===== src/rtl/audio_i2s_transmitter.sv =====
// I2S serialiser for 16-bit stereo PCM, with a one-frame holding register and underrun counter.
// Define AUDIO_VOLUME_EN to add a 3-bit volume input that is applied to each frame as it is loaded.
module audio_i2s_transmitter #(
  parameter int LRCK_LOG2 = 11,
  parameter int MCLK_LOG2 = 2
) (
  input  logic        clk,
  input  logic        reset,
  input  logic [15:0] audio_left,
  input  logic [15:0] audio_right,
  input  logic        sample_valid,
`ifdef AUDIO_VOLUME_EN
  input  logic [2:0]  volume,
`endif
  output logic        sample_ready,
  output logic        audio_mclk,
  output logic        audio_lrck,
  output logic        audio_sck,
  output logic        audio_sdin,
  output logic        underrun,
  output logic [7:0]  underrun_cnt
);

  // 32 SCK periods per frame; MCLK_LOG2 must be below SCK_LOG2.
  localparam int SCK_LOG2 = LRCK_LOG2 - 5;

  logic [LRCK_LOG2-1:0] div_cnt_q, div_cnt_d;
  logic [31:0]          hold_q, hold_d;
  logic                 full_q, full_d;
  logic [31:0]          shift_q, shift_d;
  logic                 sdin_q, sdin_d;
  logic                 underrun_q, underrun_d;
  logic [7:0]           underrun_cnt_q, underrun_cnt_d;

  logic        fb;
  logic        slot_edge;
  logic        accept;
  logic [31:0] load_frame;

  assign fb        = &div_cnt_q;
  assign slot_edge = &div_cnt_q[SCK_LOG2-1:0];

  // Handshake: a frame transfers on any clk edge where sample_valid && sample_ready.
  // sample_ready is high when the holding register is empty or is being drained
  // at this frame boundary; the producer holds its data stable while valid && !ready.
  assign sample_ready = reset && (!full_q || fb);
  assign accept       = sample_valid && sample_ready;

`ifdef AUDIO_VOLUME_EN
  function automatic logic [15:0] scale(input logic [15:0] x, input logic [2:0] v);
    if (v == 3'd0) return 16'h0000;
    return 16'($signed(x) >>> (3'd7 - v));
  endfunction

  assign load_frame = {scale(hold_q[31:16], volume), scale(hold_q[15:0], volume)};
`else
  assign load_frame = hold_q;
`endif

  always_comb begin
    div_cnt_d      = div_cnt_q + 1'b1;
    hold_d         = hold_q;
    full_d         = full_q;
    shift_d        = shift_q;
    sdin_d         = sdin_q;
    underrun_d     = 1'b0;
    underrun_cnt_d = underrun_cnt_q;

    if (fb) begin
      // After 31 shifts the bit left at the top is the ending frame's R[0],
      // which becomes slot 0 of the next frame (I2S one-bit delay).
      sdin_d  = shift_q[31];
      shift_d = full_q ? load_frame : 32'h0;
      full_d  = accept;
      if (accept) hold_d = {audio_left, audio_right};
      if (!full_q) begin
        underrun_d = 1'b1;
        if (underrun_cnt_q != 8'hFF) underrun_cnt_d = underrun_cnt_q + 8'd1;
      end
    end else begin
      if (slot_edge) begin
        sdin_d  = shift_q[31];
        shift_d = {shift_q[30:0], 1'b0};
      end
      if (accept) begin
        hold_d = {audio_left, audio_right};
        full_d = 1'b1;
      end
    end
  end

  always_ff @(posedge clk or negedge reset) begin
    if (!reset) begin
      div_cnt_q      <= '0;
      hold_q         <= 32'h0;
      full_q         <= 1'b0;
      shift_q        <= 32'h0;
      sdin_q         <= 1'b0;
      underrun_q     <= 1'b0;
      underrun_cnt_q <= 8'h00;
    end else begin
      div_cnt_q      <= div_cnt_d;
      hold_q         <= hold_d;
      full_q         <= full_d;
      shift_q        <= shift_d;
      sdin_q         <= sdin_d;
      underrun_q     <= underrun_d;
      underrun_cnt_q <= underrun_cnt_d;
    end
  end

  assign audio_mclk   = div_cnt_q[MCLK_LOG2-1];
  assign audio_sck    = div_cnt_q[SCK_LOG2-1];
  assign audio_lrck   = div_cnt_q[LRCK_LOG2-1];
  assign audio_sdin   = sdin_q;
  assign underrun     = underrun_q;
  assign underrun_cnt = underrun_cnt_q;

endmodule


===== config.mk =====
export PLATFORM = sky130hd
export DESIGN_NAME = audio_i2s_transmitter
export DESIGN_NICKNAME = d
export VERILOG_FILES = /design/src/rtl/audio_i2s_transmitter.sv
export SDC_FILE = /design/constraint.sdc
export NUM_CORES = 1
export LEC_CHECK = 0
export BUFFER_PORTS_ARGS = -buffer_cell sky130_fd_sc_hd__clkbuf_2
export CAP_MARGIN = 20
export CELL_PAD_IN_SITES_DETAIL_PLACEMENT = 1
export CELL_PAD_IN_SITES_GLOBAL_PLACEMENT = 1
export CORE_MARGIN = 2
export CORE_UTILIZATION = 30
export DETAILED_ROUTE_END_ITERATION = 10
export HOLD_SLACK_MARGIN = 0.06
export PLACE_DENSITY_LB_ADDON = 0.1
export SLEW_MARGIN = 25
export SYNTH_ARGS = -nofsm -noshare
export SYNTH_HDL_FRONTEND = slang
export SYNTH_SLANG_ARGS = --single-unit

===== constraint.sdc =====
create_clock -name clk -period 3.1 [get_ports clk]
set_input_delay 0.31 -clock clk [delete_from_list [all_inputs] [get_ports clk]]
set_output_delay 0.31 -clock clk [all_outputs]
set_load 0.01 [all_outputs]

==> results of run 1 <==
[routing by layer]
layer,up-vias,global-route usage [%]
met5,-,0
li1,1225,-
met3,11,4.659
met2,34,21.71
met1,1275,17.48
met4,0,5.366
[registers in the layout, indices dropped and copies added, names as in the netlist]
| name | flops |
|---|---|
| hold_q | 32 |
| shift_q | 32 |
| div_cnt_q | 11 |
| underrun_cnt | 8 |
| audio_sdin | 1 |
| full_q | 1 |
| underrun | 1 |
[cell usage in the layout (no fill, tap or decap), types with 2 or more instances in the layout]
cell type / instances
nand4_1: 2
clkbuf_8: 2
clkbuf_16: 9
xor2_1: 12
xnor2_1: 4
clkbuf_2: 47
clkinv_2: 3
a31oi_1: 31
dfrtp_1: 86
inv_1: 2
and3_1: 2
nand3_1: 40
nor4_2: 3
nor3_2: 2
nand2_1: 36
mux2_1: 33
nor2_1: 37
ha_1: 2
buf_4: 7
[cells by family (layout without fill, tap and decap cells)]
| family | count (synthesis) | in the layout | share of synthesized area [%] |
|---|---|---|---|
| AOI/OAI and AO/OA | 33 | 33 | 5.945 |
| xor gates and xnor gates | 16 | 16 | 3.849 |
| adders and majority gates | 2 | 2 | 0.6872 |
| buffers and inverters | 24 | 74 | 2.715 |
| DFF | 86 | 86 | 59.11 |
| muxes | 34 | 34 | 10.52 |
| and+or+nand+nor | 132 | 132 | 17.18 |
[worst reg2reg max path: cells and delay by family, from the launching register on]
| family | cells | cell delay (ns) |
|---|---|---|
| buffers and inverters | 1 | 0.29 |
| flip-flops | 1 | 0.41 |
| AND/OR/NAND/NOR | 2 | 0.27 |
| multiplexers | 1 | 0.38 |
| adder cells (fa/ha/maj) | 1 | 0.22 |
| AO/OA/AOI/OAI | 1 | 0.42 |
[through the flow]
| stage | setup WS [ns] | utilization (%) | instances | area (um2) | power, mW |
|---|---|---|---|---|---|
| global route | 0.7543 | 36.71 | 524 | 4373 | 2.372 |
| finish | 0.9248 | 36.71 | 524 | 4373 | 2.279 |
| floorplan | 1.204 | - | 327 | 3641 | 1.144 |
| CTS | 0.8675 | 36.71 | 524 | 4373 | 2.330 |
| detailed placement | 0.9491 | 34.10 | 507 | 4061 | 1.196 |
| global placement | 0.9564 | 33.86 | 506 | 4033 | 1.191 |
[cell type report]
class / count / area share, %
flip-flops and latches: 86 / 49.21
multi-input cells: 217 / 32.07
clock inverters: 4 / 1.030
clock buffers: 12 / 5.866
inverters: 2 / 0.1717
well taps: 147 / 4.206
repair buffers: 56 / 7.439
[final timing paths]
kind / cells past startpoint / slack (ns) / end
worst max-delay path: 5 / 0.92 / sample_ready
worst min-delay path: 2 / 0.17 / hold_q[16]
worst max register to register: 6 / 1.00 / hold_q[30]
worst min register to register: 1 / 0.49 / div_cnt_q[9]
max in group asynchronous: 4 / 1.77 / hold_q[23]
min in group asynchronous: 2 / 0.36 / underrun_cnt[6]
[power by group]
part | internal (mW) | switching, mW | total (mW)
Sequential | 1.12 | 0 | 1.12
Clock | 0.664 | 0.442 | 1.11
Combinational | 0.0210 | 0.0291 | 0.0501
==> out/qor.yml, run 1 <==
hold_viol_final: 0
reg2reg_from: "div_cnt_q[0]"
yosysMostFrequentCell: "dfrtp_1"
fin_nets: 409
fin_tns_setup_ns: 0
cts-buffers-inserted: 9
end_kind: "output pin"
place_congestion: 0.6773
synth_top_area_share_pct: 59.11
via_per_inst: 4.857
finalCriticalPeriod_ns: 2.175
antenna_cells: 0
hold_buffers: 1
clk_path_buf_depth: 2
irDropWorstVdd_mv: 0.2537
grt_max_degree: 45
synth.distinct_cells: 27
vias: 2545
slowest_stage: "o31ai_2"
met3_length_um: 329
avgSynthCellArea_um2: 11.13
antenna_found_initial: 0
antenna_left: 0
synthArstFlopShare_pct: 100.0
crit_type: "flip-flop to output pin"
synth_seq_cells: 86
startpoint_type: "flip-flop"
fin_skew_ns: 0.006249
fin_hold_ws_ns: 0.1704
rsz0062_at_grt: "no"
drt-pass1-iter-count: 4
post-cts-setup-buffer-count: 0
multi_input_area_um2: 1403
critPathLaunch: "div_cnt_q[0]"
die_w_um: 114.2
drive_above_1_share_pct: 22.02
cap_violations: 0
ys.flop_type: "dfrtp_1"
cp_slowest_stage_delay_ns: 0.42
nFillCells: 1310
wl_met1_um: 3874
hpwl_um: 5159
p_per_area_nw_per_um2: 521.1
ys_seq_area_share_pct: 59.11
drv_slew: 0
fp.dieH_um: 114.2
grt_usage_pct: 13.76
synth_area_leader_cell: "dfrtp_1"
dr_wl_met2_um: 3601
tightest_slew_ns: 0.7195
fp-row-count: 40
grt_pass1_wl_um: 13760
core_area_um2: 11910
ys_top_cells_by_area: "dfrtp_1 59%, mux2_1 10%, nand3_1 5.6%, a31oi_1 5.3%, nor2_1 3.8%"
crit_buf_inv: 1
drc: 0
syn_area_um2: 3641
power_leakage_nw: 2.122
regArea_um2: 2152
postSynthCellCount: 327
highest_layer: "met4"
setup_viol: 0
cts_sinks: 86
synth_fp_nets: 364
cp_data_arrival_time_ns: 1.87
drtIter0Drc: 81
status: "finished, final reports clean"
grt_pass1_vias: 2756
hp-class: "input pin to flip-flop"
start_util_pct: 30.57
portBuffers: 48
worstPathRequired_ns: 2.79
cp_top_family: "compound AO/OA/AOI/OAI gates"
relSlewSlack_pct: 51.86
cts-root-buf: "clkbuf_16"
path_cells: "ha_1 -> nand3_1 -> o31ai_2 -> and2_1 -> clkbuf_2"
tritoncts: "yes"
min_from: "audio_left[0]"
crit_fanout: 4
routed_wl_um: 7942
gr-total-overflow: 0
insertion_delay_ns: 0.35
ys_warn_count: 0
ctsResizeCount: 0
synth_edf_count: 0
wire_per_inst_um: 15.16
cts.clk_slew.worst_paths_ns: 0.06
yosys-top-cells-count: "86 x dfrtp_1, 41 x nand3_1, 37 x nor2_1"
io_pins: 49
max_freq_ghz: 0.4597
fp.dieArea_um2: 13030
area_growth_syn_to_layout_pct: 20.10
fin_crit_sh_pct: 70.17
htreeDepth: 3
(Power assumes the default switching activity.)
==> inputs of run 2 (changes only) <==
==> constraint.sdc (replaced) <==
create_clock -name clk -period 1.9 [get_ports clk]
set_input_delay 0.19 -clock clk [delete_from_list [all_inputs] [get_ports clk]]
set_output_delay 0.19 -clock clk [all_outputs]
set_load 0.01 [all_outputs]
==> out/qor.yml, run 2 (synthesized netlist as in run 1, its figures left out) <==
hp-class: "input pin to flip-flop"
slowest_stage: "dfrtp_1"
startpoint_type: "flip-flop"
final_common_cell: "dfrtp_1"
p_seq_share_pct: 51.2  # +1.9 points
drv_slew: 0  # unchanged
layout_common_cells: "84 x dfrtp_1, 47 x clkbuf_2, 38 x nand3_1"
antenna_cells: 0  # unchanged
grt_pass1_vias: 2829  # +2.6%
crit_buf_inv: 1  # unchanged
finalCriticalPeriod_ns: 1.786
vias: 2672  # +5.0%
reg2reg_from: "div_cnt_q[3]"
intPower_mw: 2.840  # +57%
reg_top3: "hold_q (32), shift_q (32), div_cnt_q (11)"
relSlewSlack_pct: 68.46  # +17 points
cp_top_family: "flip-flops"
area_growth_syn_to_layout_pct: 30.58
reg2reg_depth: 5  # -1
path_cells: "ha_2 -> nand3_4 -> o31ai_4 -> and2_4 -> clkbuf_2"
wire_per_inst_um: 14.86  # -2.0%
routed_wl_um: 8215  # +3.4%
max_freq_ghz: 0.5599
gr-total-overflow: 0  # unchanged
htreeDepth: 3  # unchanged
power_leakage_nw: 2.282  # +7.5%
start_util_pct: 30.57  # unchanged
place_congestion: 0.6917  # +2.1%
pwr-share-comb_pct: 3.2  # +1.0 points
placedCellCount: 517  # +2.0%
net-switching-power_mw: 0.7352  # +56%
crit_type: "flip-flop to output pin"
cp.depth: 5  # unchanged
via_per_inst: 4.832  # -0.52%
drive_above_1_share_pct: 25.12  # +3.1 points
dpl_cell_area_um2: 4153  # +2.2%
fin_nets: 439  # +7.3%
rsz0062_at_grt: "no"
cp_data_arrival_time_ns: 1.60  # -0.27 ns
worstPathRequired_ns: 1.71  # -1.08 ns
cts.clk_slew.worst_paths_ns: 0.06  # about the same
antenna_found_initial: 0  # unchanged
grt_usage_pct: 13.81  # +0.053 points
core_area_um2: 11910  # unchanged
hold_viol_final: 0  # unchanged
cts_sinks: 86  # unchanged
min_from: "audio_right[3]"
drc: 0  # unchanged
fin_tns_setup_ns: 0  # unchanged
fp.dieH_um: 114.2  # unchanged
fin_crit_sh_pct: 94.00
fin_hold_ws_ns: 0.06856  # -0.1018 ns
cp_slowest_stage_delay_ns: 0.40  # -0.02 ns
holdPathStages: 2  # unchanged
antenna_left: 0  # unchanged
fp.dieArea_um2: 13030  # unchanged
drt-pass1-iter-count: 4  # unchanged
hold_end: "hold_q[3]"
insertion_delay_ns: 0.34  # about the same
fp-row-count: 40  # unchanged
reg2reg_to: "underrun_cnt[5]"
crit_fanout: 4  # unchanged
grt_pass1_wl_um: 14060  # +2.2%
ff2ff_setup_slack_ns: 0.14  # -0.86 ns
drtIter0Drc: 83  # +2.5%
portBuffers: 48  # unchanged
fin_skew_ns: 0.005181  # -0.001069 ns
p_per_area_nw_per_um2: 752.1  # +44%
cap_violations: 0  # unchanged
tritoncts: "yes"
cts-buffers-inserted: 9  # unchanged
clk_path_buf_depth: 2  # unchanged
setup_viol: 0  # unchanged
p_sw_share_pct: 20.56  # -0.11 points
post-route-cell-area_um2: 4755  # +8.7%
finalNonFillerCells: 553  # +5.5%
io_pins: 49  # unchanged
cts-root-buf: "clkbuf_16"
hpwl_um: 5038  # -2.3%
clkPwrFrac_pct: 45.6  # -2.9 points
status: "finished, final reports clean"
irDropWorstVdd_mv: 0.2721  # +7.3%
grt_max_degree: 89  # +98%
tightest_slew_ns: 0.4726  # -0.2468 ns
end_kind: "output pin"
die_w_um: 114.2  # unchanged
-- run 2: repair_timing --
action / 4_1_cts / 5_1_grt
pin swaps: 1 / 3
gates cloned: 0 / 2
hold endpoints to repair: 102 / 0
setup buffers: 1 / 1
hold buffers: 17 / 0
setup endpoints to repair: 4 / 70
gates resized for setup: 1 / 21
-- run 2: final cells by class --
type                    instances  area [um2]
repair buffers                 86       680.7
flip-flops and latches         86        2155
well taps                     147       183.9
multi-input cells             217        1459
fillers                      1335        7157
clock buffers                  14       264.0
clock inverters                 1       5.005
inverters                       2       7.507
-- run 2: worst register-to-register path, cell delays in order, from the launching register on --
cell,delay (ns)
dfrtp_2,0.42
nand4_2,0.13
or4_4,0.57
buf_4,0.18
nor4_2,0.24
xor2_1,0.16
-- run 2: layer usage --
metal  part of all wire, %  routed length [um]  global-route usage (%)  vias to the layer above
met5                     0                   0                       0                        -
met4                   2.0                 163                   6.341                        0
met3                   2.8                 227                   2.647                       11
met2                    46                3743                   21.23                       37
met1                    50                4080                   18.93                     1338
li1                      -                   -                       -                     1286
-- run 2: worst max path at each step --
stage,start,end
floorplan,div_cnt_q[1],hold_q[0]
global placement,div_cnt_q[3],underrun_cnt[5]
detailed placement,div_cnt_q[1],hold_q[18]
CTS,reset,sample_ready
global route,div_cnt_q[1],shift_q[31]
finish,div_cnt_q[1],sample_ready
-- run 2: metrics by stage --
step	utilization (%)	total power [mW]	worst slack, ns
final	39.92	3.576	0.1139
after CTS	38.69	3.650	0.003521
after global routing	39.92	3.731	0.006964
after floorplan	-	1.867	0.004272
after global placement	34.86	1.947	0.07490
after detailed placement	34.86	1.948	0.006444
-- run 2: power by group through the flow --
stage / Sequential [mW] / Combinational [mW] / Clock, mW
final: 1.83 / 0.114 / 1.63
after global routing: 1.83 / 0.129 / 1.77
after CTS: 1.83 / 0.110 / 1.71
after detailed placement: 1.86 / 0.0835 / 0
after global placement: 1.86 / 0.0823 / 0
after floorplan: 1.87 / 0.00116 / 0
==> inputs of run 3 (changes only) <==
--- a/config.mk
+++ b/config.mk
@@ -5,11 +5,11 @@
 export SDC_FILE = /design/constraint.sdc
 export NUM_CORES = 1
 export LEC_CHECK = 0
+export ABC_AREA = 1
 export BUFFER_PORTS_ARGS = -buffer_cell sky130_fd_sc_hd__clkbuf_2
 export CAP_MARGIN = 20
 export CELL_PAD_IN_SITES_DETAIL_PLACEMENT = 1
 export CELL_PAD_IN_SITES_GLOBAL_PLACEMENT = 1
-export CORE_MARGIN = 2
 export CORE_UTILIZATION = 30
 export DETAILED_ROUTE_END_ITERATION = 10
 export HOLD_SLACK_MARGIN = 0.06
==> out/qor.yml, run 3 <==
startpoint_type: "flip-flop"
syn_area_um2: 4106  # +13%
finalNonFillerCells: 733  # +33%
multi_input_area_um2: 1749  # +20%
hold_viol_final: 0  # unchanged
fin_nets: 591  # +35%
tritoncts: "yes"
drt-pass1-iter-count: 4  # unchanged
drv_slew: 0  # unchanged
drc: 0  # unchanged
vias: 3417  # +28%
fp-row-count: 42  # +5.0%
cts.clk_slew.worst_paths_ns: 0.06  # about the same
regArea_um2: 2152  # -0.12%
tightest_slew_ns: 0.6176  # +0.1450 ns
synth_area_leader_cell: "dfrtp_1"
p_per_area_nw_per_um2: 755.7  # +0.49%
insertion_delay_ns: 0.34  # about the same
hpwl_um: 6983  # +39%
reg_top3: "hold_q (32), shift_q (32), div_cnt_q (11)"
antenna_cells: 0  # unchanged
htreeDepth: 3  # unchanged
die_w_um: 119.0  # +4.2%
area_growth_syn_to_layout_pct: 20.08
cap_violations: 0  # unchanged
ys.flop_type: "dfrtp_1"
core_area_um2: 13300  # +12%
fp.dieH_um: 119.0  # +4.2%
routed_wl_um: 10390  # +26%
relSlewSlack_pct: 58.77  # -9.7 points
max_freq_ghz: 0.5558  # -0.73%
clk_path_buf_depth: 2  # unchanged
grt_pass1_vias: 3498  # +24%
portBuffers: 48  # unchanged
avgSynthCellArea_um2: 8.196  # -26%
cts-buffers-inserted: 9  # unchanged
drive_above_1_share_pct: 20.11  # -5.0 points
synth_edf_count: 0  # unchanged
fp.dieArea_um2: 14160  # +8.6%
cts_sinks: 86  # unchanged
placedCellCount: 713  # +38%
nFillCells: 1643  # +23%
status: "finished, final reports clean"
reg2reg_depth: 10  # +5
wire_per_inst_um: 14.17  # -4.6%
grt_usage_pct: 16.05  # +2.2 points
gr-total-overflow: 0  # unchanged
synth_seq_cells: 86  # unchanged
yosys-top-cells-count: "263 x nand2_1, 86 x dfrtp_1, 34 x nand4_1"
reg2reg_from: "div_cnt_q[0]"
synthArstFlopShare_pct: 100.0  # unchanged
postSynthCellCount: 501  # +53%
fin_skew_ns: 0.006465  # +0.001284 ns
antenna_found_initial: 0  # unchanged
min_from: "audio_left[15]"
ys_warn_count: 0  # unchanged
irDropWorstVdd_mv: 0.3087  # +13%
layout_common_cells: "263 x nand2_1, 86 x dfrtp_1, 46 x clkbuf_2"
hp-class: "input pin to flip-flop"
grt_max_degree: 44  # -51%
place_congestion: 0.7083  # +2.4%
via_per_inst: 4.662  # -3.5%
yosysMostFrequentCell: "nand2_1"
finalCriticalPeriod_ns: 1.799  # +0.01317 ns
crit_fanout: 4  # unchanged
synth_fp_nets: 538  # +48%
drtIter0Drc: 123  # +48%
total_power_mw: 3.727  # +4.2%
ys_top_cells_by_area: "dfrtp_1 52%, nand2_1 24%, nand4_1 5.2%, o21ai_2 3.2%, xor2_1 1.9%"
fin_tns_setup_ns: 0  # unchanged
final_common_cell: "nand2_1"
crit_type: "flip-flop to output pin"
antenna_left: 0  # unchanged
worstPathRequired_ns: 1.71  # about the same
ys_seq_area_share_pct: 52.41  # -6.7 points
start_util_pct: 30.89  # +0.32 points
fin_crit_sh_pct: 94.70  # +0.69 points
rsz0062_at_grt: "no"
power_leakage_nw: 2.526  # +11%
synth.distinct_cells: 27  # unchanged
io_pins: 49  # unchanged
end_kind: "output pin"
synth_top_area_share_pct: 52.41  # -6.7 points
critPathLaunch: "div_cnt_q[0]"
cp_data_arrival_time_ns: 1.61  # about the same
holdPathStages: 3  # +1
cts-root-buf: "clkbuf_16"
grt_pass1_wl_um: 17740  # +26%
setup_viol: 0  # unchanged
[run 3: changes by cell type in the layout (fill, tap and decap cells not counted), sizes merged, moves of 16 or more]
cell / before / now
nand4: 3 / 34
nor2: 38 / 10
mux2: 34 / 0
o21ai: 0 / 33
nand3: 41 / 6
dlygate4sd3: 17 / 1
nand2: 36 / 266
a31oi: 31 / 0
[run 3: routing by layer]
metal	vias up	GRT usage [%]	part of all wire [%]
met5	-	0	0
met4	0	7.595	2.0
met3	12	2.538	2.8
met2	51	25.18	46
met1	1651	21.59	49
li1	1703	-	-
[run 3: final timing paths]
| kind | endpoint | slack [ns] |
|---|---|---|
| worst max-delay path | sample_ready | 0.10 |
| worst min-delay path | hold_q[31] | 0.08 |
| worst max register to register | shift_q[18] | 0.21 |
| worst min register to register | hold_q[19] | 0.47 |
| max in group asynchronous | div_cnt_q[3] | 0.79 |
| min in group asynchronous | div_cnt_q[7] | 0.26 |
[run 3: cells by family (layout without fill, tap and decap cells)]
kind of cell,after synthesis,in the layout,synth area share (%)
DFF,86,86,52.41
AOI/OAI and AO/OA,35,35,5.728
xor gates and xnor gates,13,13,2.773
and+or+nand+nor,321,321,33.21
adders and majority gates,2,2,0.6093
buffers and inverters,44,100,5.271
[run 3: through the flow]
step	utilization (%)	hold WS, ns	cell area (um2)	setup WS (ns)
floorplan	-	-0.1056	4106	0.2387
global placement	34.46	0.09297	4582	0.07977
detailed placement	34.46	0.08610	4582	0.04472
CTS	36.99	0.07085	4918	0.04219
global route	37.09	0.08134	4931	0.007528
finish	37.09	0.08148	4931	0.1007
[run 3: repair_timing]
action	in CTS	in global routing
pin swaps	1	3
resized for setup	3	2
buffers inserted	5	1
endpoints found under the setup margin	1	8
hold buffers	1	0
endpoints found under the hold margin	39	0
[run 3: worst max-delay path, stage by stage (launching register included)]
cell	delay, ns
dfrtp_1	0.37
ha_2	0.21
nand2_2	0.09
nor2_4	0.13
nand3_4	0.12
a21boi_2	0.19
buf_2	0.15
[run 3: power breakdown]
| group | total [mW] | switching, mW | internal (mW) |
|---|---|---|---|
| sequential | 1.83 | 0 | 1.83 |
| combinational | 0.111 | 0.0730 | 0.0378 |
| clock | 1.78 | 0.707 | 1.08 |
| total | 3.73 | 0.780 | 2.95 |
[run 3: cell type report]
type                       instances  area share, %
tap                              176          4.466
multi-input combinational        371          35.47
clock buffer                      13          5.278
sequential                        86          43.64
clock inverter                     1         0.6090
inverter                          13         0.9896
timing repair buffer              73          9.541
